### src/rtl/secded_pkg.sv
// Shared types and constant helpers for the SECDED (extended Hamming) decoder.
package secded_pkg;

    typedef enum logic [1:0] {
        NO_ERR  = 2'b00,
        SGL_ERR = 2'b01,
        DBL_ERR = 2'b10
    } flag_e;

    typedef enum logic [2:0] {
        S_IDLE,
        S_RD,
        S_RD_LAST,
        S_DEC,
        S_WR,
        S_DONE
    } state_e;

    // Smallest r with 2^r >= data_w + r + 1.
    function automatic int par_width(int data_w);
        int r;
        r = 0;
        while ((1 << r) < (data_w + r + 1)) r++;
        return r;
    endfunction

    // Hamming parity bits plus the overall parity bit at position 0.
    function automatic int cw_width(int data_w);
        return data_w + par_width(data_w) + 1;
    endfunction

    function automatic bit is_pow2(int pos);
        return (pos > 0) && ((pos & (pos - 1)) == 0);
    endfunction

endpackage

### src/rtl/secded_core.sv
// Combinational SECDED decode of one codeword into {flag, corrected data}.
module secded_core
    import secded_pkg::*;
#(
    parameter int DATA_W = 11
) (
    input  logic [cw_width(DATA_W)-1:0] cw,
    output flag_e                       flag,
    output logic [DATA_W-1:0]           data
);

    localparam int CW = cw_width(DATA_W);
    localparam int SW = par_width(DATA_W);

    // Position of data bit j: the j-th non-power-of-two position above 0.
    function automatic int data_pos(int j);
        int pos;
        int cnt;
        pos = 0;
        cnt = 0;
        for (int p = 1; p < CW; p++) begin
            if (!is_pow2(p)) begin
                if (cnt == j) pos = p;
                cnt++;
            end
        end
        return pos;
    endfunction

    logic [SW-1:0] syn;
    logic          par;
    logic [CW-1:0] fixed;

    always_comb begin
        syn   = '0;
        par   = cw[0];
        fixed = cw;
        flag  = NO_ERR;
        for (int i = 1; i < CW; i++) begin
            if (cw[i]) syn = syn ^ SW'(i);
            par = par ^ cw[i];
        end
        // Odd parity means a single error at position syn (syn=0 is p0 itself).
        if (par) begin
            flag       = SGL_ERR;
            fixed[syn] = ~fixed[syn];
        end else if (syn != '0) begin
            flag = DBL_ERR;
        end
    end

    for (genvar j = 0; j < DATA_W; j++) begin : g_data
        assign data[j] = fixed[data_pos(j)];
    end

endmodule

### src/rtl/secded_mem_decoder.sv
// Memory-mapped SECDED batch decoder: reads NUM_MSG codewords, writes flagged results.
// Optional error counters enabled by defining SECDED_ERR_STATS_EN.
module secded_mem_decoder
    import secded_pkg::*;
#(
    parameter int DATA_W   = 11,
    parameter int NUM_MSG  = 15,
    parameter int SRC_BASE = 30,
    parameter int DST_BASE = 0,
    parameter int ADDR_W   = 8
) (
    input  logic              clk,
    input  logic              reset,
    input  logic              start,
    output logic              done,
    output logic [ADDR_W-1:0] mem_addr,
    output logic              mem_rd_en,
    input  logic [7:0]        mem_rdata,
    output logic              mem_wr_en,
    output logic [7:0]        mem_wdata
`ifdef SECDED_ERR_STATS_EN
    ,
    output logic [7:0]        err_single_cnt,
    output logic [7:0]        err_double_cnt
`endif
);

    localparam int CW  = cw_width(DATA_W);
    localparam int B   = CW / 8;
    localparam int MW  = (NUM_MSG > 1) ? $clog2(NUM_MSG) : 1;
    localparam int BCW = 3;

    state_e            state_q, state_d;
    logic [MW-1:0]     msg_q, msg_d;
    logic [BCW-1:0]    byte_q, byte_d;
    logic [CW-1:0]     cw_q, cw_d;
    logic [CW-1:0]     res_q, res_d;
    logic [CW-1:0]     res_shift;
    logic              done_q, done_d;
    logic [ADDR_W-1:0] addr_q, addr_d;
    logic              rd_en_q, rd_en_d;
    logic              wr_en_q, wr_en_d;
    logic [7:0]        wdata_q, wdata_d;

    flag_e             core_flag;
    logic [DATA_W-1:0] core_data;

    secded_core #(.DATA_W(DATA_W)) u_core (
        .cw   (cw_q),
        .flag (core_flag),
        .data (core_data)
    );

    always_comb begin
        state_d = state_q;
        msg_d   = msg_q;
        byte_d  = byte_q;
        cw_d    = cw_q;
        res_d   = res_q;
        unique case (state_q)
            S_IDLE, S_DONE: begin
                if (start) begin
                    state_d = S_RD;
                    msg_d   = '0;
                    byte_d  = '0;
                end
            end
            S_RD: begin
                // Bytes arrive one cycle after their strobe and shift in from the top.
                if (byte_q != '0) cw_d = (cw_q >> 8) | (CW'(mem_rdata) << (CW - 8));
                if (byte_q == BCW'(B - 1)) state_d = S_RD_LAST;
                else                       byte_d  = byte_q + BCW'(1);
            end
            S_RD_LAST: begin
                cw_d    = (cw_q >> 8) | (CW'(mem_rdata) << (CW - 8));
                state_d = S_DEC;
            end
            S_DEC: begin
                res_d                 = '0;
                res_d[DATA_W-1:0]     = core_data;
                res_d[CW-1 -: 2]      = core_flag;
                byte_d                = '0;
                state_d               = S_WR;
            end
            S_WR: begin
                if (byte_q == BCW'(B - 1)) begin
                    byte_d = '0;
                    if (msg_q == MW'(NUM_MSG - 1)) begin
                        state_d = S_DONE;
                    end else begin
                        msg_d   = msg_q + MW'(1);
                        state_d = S_RD;
                    end
                end else begin
                    byte_d = byte_q + BCW'(1);
                end
            end
            default: state_d = S_IDLE;
        endcase

        // Memory strobes are registered so they line up with the state they belong to.
        rd_en_d   = (state_d == S_RD);
        wr_en_d   = (state_d == S_WR);
        res_shift = res_d >> (8 * int'(byte_d));
        addr_d    = '0;
        wdata_d   = '0;
        if (rd_en_d) addr_d = ADDR_W'(SRC_BASE + B * int'(msg_d) + int'(byte_d));
        if (wr_en_d) begin
            addr_d  = ADDR_W'(DST_BASE + B * int'(msg_d) + int'(byte_d));
            wdata_d = res_shift[7:0];
        end
        done_d = (state_q == S_DONE) && (state_d == S_DONE);
    end

    always_ff @(posedge clk or posedge reset) begin
        if (reset) begin
            state_q <= S_IDLE;
            msg_q   <= '0;
            byte_q  <= '0;
            done_q  <= 1'b0;
            addr_q  <= '0;
            rd_en_q <= 1'b0;
            wr_en_q <= 1'b0;
            wdata_q <= '0;
        end else begin
            state_q <= state_d;
            msg_q   <= msg_d;
            byte_q  <= byte_d;
            done_q  <= done_d;
            addr_q  <= addr_d;
            rd_en_q <= rd_en_d;
            wr_en_q <= wr_en_d;
            wdata_q <= wdata_d;
        end
    end

    always_ff @(posedge clk) begin
        cw_q  <= cw_d;
        res_q <= res_d;
    end

    assign done      = done_q;
    assign mem_addr  = addr_q;
    assign mem_rd_en = rd_en_q;
    assign mem_wr_en = wr_en_q;
    assign mem_wdata = wdata_q;

`ifdef SECDED_ERR_STATS_EN
    logic [7:0] sgl_q, sgl_d;
    logic [7:0] dbl_q, dbl_d;

    function automatic logic [7:0] sat_inc(input logic [7:0] v);
        return (v == 8'hFF) ? v : v + 8'd1;
    endfunction

    always_comb begin
        sgl_d = sgl_q;
        dbl_d = dbl_q;
        if ((state_q == S_IDLE || state_q == S_DONE) && start) begin
            sgl_d = '0;
            dbl_d = '0;
        end else if (state_q == S_DEC) begin
            if (core_flag == SGL_ERR) sgl_d = sat_inc(sgl_q);
            if (core_flag == DBL_ERR) dbl_d = sat_inc(dbl_q);
        end
    end

    always_ff @(posedge clk or posedge reset) begin
        if (reset) begin
            sgl_q <= '0;
            dbl_q <= '0;
        end else begin
            sgl_q <= sgl_d;
            dbl_q <= dbl_d;
        end
    end

    assign err_single_cnt = sgl_q;
    assign err_double_cnt = dbl_q;
`endif

endmodule

### config.mk
export PLATFORM = sky130hd
export DESIGN_NAME = secded_mem_decoder
export DESIGN_NICKNAME = d
export VERILOG_FILES = /design/src/rtl/secded_pkg.sv /design/src/rtl/secded_core.sv /design/src/rtl/secded_mem_decoder.sv
export SDC_FILE = /design/constraint.sdc
export NUM_CORES = 1
export LEC_CHECK = 0
export BUFFER_PORTS_ARGS = -buffer_cell sky130_fd_sc_hd__buf_2
export CORE_ASPECT_RATIO = 0.5
export CORE_MARGIN = 2
export CORE_UTILIZATION = 54
export CTS_CLUSTER_SIZE = 30
export DETAILED_ROUTE_END_ITERATION = 12
export PLACE_DENSITY = 0.77
export SYNTH_ARGS = -nofsm -noshare
export SYNTH_HDL_FRONTEND = slang
export SYNTH_SLANG_ARGS = --single-unit
### constraint.sdc
create_clock -name clk -period 2.9 [get_ports clk]
set_input_delay 0.435 -clock clk [delete_from_list [all_inputs] [get_ports clk]]
set_output_delay 0.435 -clock clk [all_outputs]
set_load 0.01 [all_outputs]
==> flow_summary.json, run 1 <==
{
  "reg2regPathDepth": 7,
  "dpl.hpwl_um": 5640,
  "maxSlewHeadroom_pct": 29.8,
  "worstHoldPathType": "primary input to flip-flop",
  "wirelength_um": 8520,
  "synth.avg_cell_area_um2": 9.94,
  "cts_buffer_depth": 2,
  "ios": 30,
  "tritoncts": "yes",
  "antenna_cells": 0,
  "cp-start-kind": "flip-flop",
  "grt_pass1_vias": 2788,
  "cts.sinks": 60,
  "synth.distinct_cells": 66,
  "cpPeakStageDelay_ns": 0.52,
  "r2r-end": "mem_wdata[2]",
  "max_freq_mhz": 347,
  "r2r_start": "cw_q[9]",
  "cts_buffers": 9,
  "startpoint": "cw_q[9]",
  "fin_crit_ns": 2.88,
  "cts.clk_slew.worst_paths_ns": 0.05,
  "path_cells": "xnor3_1 > xnor3_1 > or3b_4 > a21oi_1 > nor4_1 > or3b_4 > o311ai_2",
  "drtIter0Drc": 205,
  "yosysTopAreaCell": "dfrtp_1",
  "critPathMaxFanout": 5,
  "grt_max_degree": 29,
  "worstPathRequired_ns": 3.13,
  "ys_ff_latch": 60,
  "outcome": "complete, no violations",
  "yosys_warnings": 0,
  "arrival_ns": 3.11,
  "ff2ff_setup_slack_ns": 0.02,
  "synth_edf_count": 16,
  "grt_setup_unrepaired": "true",
  "drcViolationCount": 0,
  "start_util_pct": 56.7,
  "ctsHtreeMaxLevel": 3,
  "yosys.area.top_type_share_pct": 20.1,
  "critPathCaptureType": "flip-flop",
  "synth_common_cells": "nand2_1 (45), dfrtp_1 (28), inv_1 (25)",
  "vias_per_cell": 5.78,
  "nets": 440,
  "clockRootBuffer": "clkbuf_16",
  "critPathCapture": "mem_wdata[2]",
  "skew_ns": 0.00906,
  "die_w_um": 118,
  "syn_to_final_growth_pct": 25.7,
  "synth_seq_area_share_pct": 43.0,
  "drt_first_pass_iters": 4,
  "max_cap_violations": 0,
  "grt_usage_pct": 23.9,
  "place.gp.congestion": 0.901,
  "crit_type": "flip-flop to flip-flop",
  "vias": 2925,
  "critPathBufInv": 0,
  "num_rows": 20,
  "setup_viol": 0,
  "hold_viol": 0,
  "syn_inst": 351,
  "synth.net_count": 378,
  "antenna_found_initial": 0,
  "fp.dieH_um": 60.8,
  "drv_slew": 0,
  "worst_pin_slew_ns": 1.05,
  "holdWs_ns": 0.280,
  "ys_top_cells_by_area": "dfrtp_1 (20%), edfxtp_1 (14%), dfxtp_1 (9.2%)",
  "period_share_pct": 99.2,
  "port_buffers": 28,
  "postSynth.asyncResetShare_pct": 46.7,
  "dieArea_um2": 7160,
  "ctsHoldBuffers": 0,
  "coreArea_um2": 6160,
  "synth.most_common_cell": "nand2_1",
  "wire_per_inst_um": 16.8,
  "crit_cells": 7,
  "slowest_stage": "xnor3_1",
  "cpLargestDelayFamily": "simple AND/OR/NAND/NOR gates",
  "synth_top_flop_cell": "dfrtp_1",
  "grt_pass1_wl_um": 13000,
  "layout-drive-gt1-share_pct": 25.8,
  "syn_area_um2": 3490,
  "clk_latency_ns": 0.33,
  "overflow": 0,
  "final_antenna_net_count": 0
}
[placed cells by master, fill, tap and decap left out, types with 7 or more instances in the layout]
cell type	netlist	final
o21ai_0	16	15
nand2_1	45	45
dfxtp_1	16	16
xnor2_1	19	17
a21oi_1	23	20
o211ai_1	7	7
dfrtp_1	28	27
nand3_1	13	12
and2_1	9	9
buf_2	1	28
inv_1	25	25
clkbuf_16	0	9
buf_4	1	30
ha_1	14	14
edfxtp_1	16	16
nor2_1	18	16
[kinds of logic (layout without fill, tap and decap cells)]
group                    count (synthesis)  after routing  share of synthesized area [%]
AO/OA/AOI/OAI                           90             90                           18.1
XOR/XNOR                                33             35                           11.8
adder cells (fa/ha/maj)                 17             17                           6.45
buffers and inverters                   38            103                           4.88
flip-flops                              60             60                           43.0
other                                    1              1                          0.107
AND/OR/NAND/NOR                        112            112                           15.7
[how the worst min path moves through the flow]
stage | to | depth (start not counted) | startpoint | slack (ns)
3_3_place_gp | res_q[13] | 1 | res_q[13] | 0.45
5_1_grt | cw_q[13] | 1 | mem_rdata[5] | 0.27
3_5_place_dp | res_q[11] | 1 | res_q[11] | 0.45
2_1_floorplan | cw_q[5] | 0 | cw_q[13] | 0.42
6_report | cw_q[9] | 1 | mem_rdata[1] | 0.28
4_1_cts | cw_q[13] | 1 | mem_rdata[5] | 0.27
[per-stage QoR]
stage | cells | instance area, µm² | setup TNS [ns] | util (%) | setup WS [ns]
2_1_floorplan | 351 | 3490 | 0 | - | 0.153
3_3_place_gp | 480 | 3850 | 0 | 62.6 | 0.110
3_5_place_dp | 480 | 3850 | 0 | 62.6 | 0.0226
4_1_cts | 496 | 4160 | 0 | 67.6 | 0.0368
5_1_grt | 506 | 4390 | -0.118 | 71.2 | -0.0404
6_report | 506 | 4390 | 0 | 71.2 | 0.0221
[what timing repair did]
| item | CTS | global route |
|---|---|---|
| resized for setup | 1 | 26 |
| setup buffers | 0 | 8 |
| pin swaps | 0 | 9 |
| endpoints found under the setup margin | 2 | 7 |
| gates cloned | 0 | 2 |
[final cells by class]
cell class | instances | area (µm²)
multi-input combinational | 255 | 1960
fill | 440 | 1770
sequential | 60 | 1500
timing repair buffer | 61 | 408
clock buffer | 12 | 256
tap | 88 | 110
inverter | 26 | 97.6
clock inverter | 4 | 48.8
[per-layer routing]
layer	GRT usage, %	vias to the layer above	routed length (µm)
li1	-	1367	-
met3	8.18	19	544
met4	8.61	0	173
met1	26.7	1436	3540
met2	44.3	103	4260
met5	0	-	0
[state kept, by name (all words and copies together) (netlist names)]
signal     count
mem_wr_en      1
msg_q          4
res_q         16
state_q        3
mem_wdata      8
byte_q         3
mem_addr       7
cw_q          16
mem_rd_en      1
done           1
Power of run 1 is left out: the tool's default activity adds up to more than one toggle a clock period on the data nets, which glitch-free logic cannot reach.
==> run 2, diff against run 1 <==
CORE_ASPECT_RATIO = 0.9   (was 0.5)
==> flow_summary.json, run 2 (synthesis results as in run 1) <==
{
  "start_util_pct": 56.4,
  "place.gp.congestion": 0.883,
  "ios": 30,
  "layout_common_cells": "nand2_1 (45), buf_4 (41), buf_2 (28)",
  "syn_to_final_growth_pct": 22.1,
  "drv_slew": 0,
  "critPathMaxFanout": 5,
  "critPathBufInv": 1,
  "die_w_um": 88.7,
  "ctsHtreeMaxLevel": 3,
  "grt_setup_unrepaired": "true",
  "skew_ns": 0.00947,
  "cpPeakStageDelay_ns": 0.54,
  "cp-start-kind": "flip-flop",
  "critPathCaptureType": "flip-flop",
  "dp_slack_ns": -0.00860,
  "drtIter0Drc": 347,
  "crit_type": "flip-flop to flip-flop",
  "cts_buffers": 9,
  "cpLargestDelayFamily": "simple AND/OR/NAND/NOR gates",
  "outcome": "complete, no violations",
  "overflow": 0,
  "num_rows": 27,
  "worst_pin_slew_ns": 0.584,
  "drcViolationCount": 0,
  "arrival_ns": 3.15,
  "vias": 2900,
  "hold_viol": 0,
  "cts.sinks": 60,
  "layout-drive-gt1-share_pct": 25.7,
  "cts_buffer_depth": 2,
  "ctsHoldBuffers": 0,
  "cts.clk_slew.worst_paths_ns": 0.07,
  "maxSlewHeadroom_pct": 60.8,
  "antenna_cells": 0,
  "clockRootBuffer": "clkbuf_8",
  "final_cells": 511,
  "ff2ff_setup_slack_ns": 0.03,
  "final_antenna_net_count": 0,
  "port_buffers": 28,
  "path_cells": "xnor3_1 > xnor3_2 > buf_4 > or3b_4 > a21oi_2 > nor4_1 > or4b_4 > a31oi_4",
  "layout_setup_ws_ns": 0.0271,
  "grt_max_degree": 29,
  "period_share_pct": 99.1,
  "setup_viol": 0,
  "grt_pass1_wl_um": 13300,
  "drt_first_pass_iters": 5,
  "grt_pass1_vias": 2771,
  "coreArea_um2": 6180,
  "wire_per_inst_um": 16.8,
  "r2r_start": "cw_q[9]",
  "n_fill_cell": 483,
  "slowest_stage": "or4b_4",
  "dp.cells": 479,
  "dpl.hpwl_um": 6030,
  "tritoncts": "yes",
  "fin_crit_ns": 2.87,
  "reg2regPathDepth": 8,
  "max_cap_violations": 0,
  "fp.dieH_um": 80.3,
  "antenna_found_initial": 0,
  "final_common_cell": "nand2_1",
  "clk_latency_ns": 0.35,
  "wirelength_um": 8600,
  "max_freq_mhz": 348,
  "worstPathRequired_ns": 3.17,
  "grt_usage_pct": 25.0,
  "nets": 446,
  "dieArea_um2": 7120,
  "worstHoldPathType": "primary input to asynchronous set/reset pin",
  "r2r-end": "mem_wdata[1]",
  "vias_per_cell": 5.68
}
==> run 2: how the worst max path moves through the flow <==
stage	start	to	depth (start not counted)
final	cw_q[9]	mem_wdata[1]	8
after global routing	cw_q[9]	mem_wdata[1]	7
after CTS	cw_q[3]	mem_wdata[1]	7
after detailed placement	cw_q[3]	mem_wdata[1]	7
after global placement	cw_q[6]	mem_wdata[2]	7
after floorplan	byte_q[1]	mem_addr[4]	14
==> run 2: final cells by class <==
type                    instances  area, µm²  share of cell area (%)
clock buffers                   9        124                    2.91
clock inverters                 7       91.3                    2.14
inverters                      26       97.6                    2.29
multi-input cells             253       1890                    44.3
flip-flops and latches         60       1500                    35.3
well taps                      87        109                    2.55
repair buffers                 69        448                    10.5
==> run 2: tightest hold or removal path: stages <==
cell	delay, ns
buf_2	0.09
inv_1	0.04
buf_4	0.33
==> run 2: routing by layer <==
layer / wire, µm / GRT usage (%) / share of wire, %
met5: 0 / 0 / 0
met2: 4040 / 38.6 / 47
met1: 3780 / 33.6 / 44
met4: 125 / 6.67 / 1.5
met3: 651 / 8.53 / 7.6
==> run 2: metrics by stage <==
step	instance area [µm²]	setup TNS, ns	utilization, %	hold WS, ns
after CTS	4100	0	66.3	0.139
after floorplan	3490	0	-	0.421
after global placement	3850	0	62.3	0.442
after detailed placement	3850	-0.00860	62.3	0.455
after global routing	4260	-0.124	68.9	0.169
final	4260	0	68.9	0.135
==> run 2: what timing repair did <==
| action | 4_1_cts | 5_1_grt |
|---|---|---|
| endpoints found under the hold margin | 0 | 0 |
| resized for setup | 2 | 18 |
| pin swaps | 1 | 8 |
| buffers inserted | 3 | 13 |
| setup endpoints to repair | 2 | 11 |
Power of run 2 is left out for the same reason.
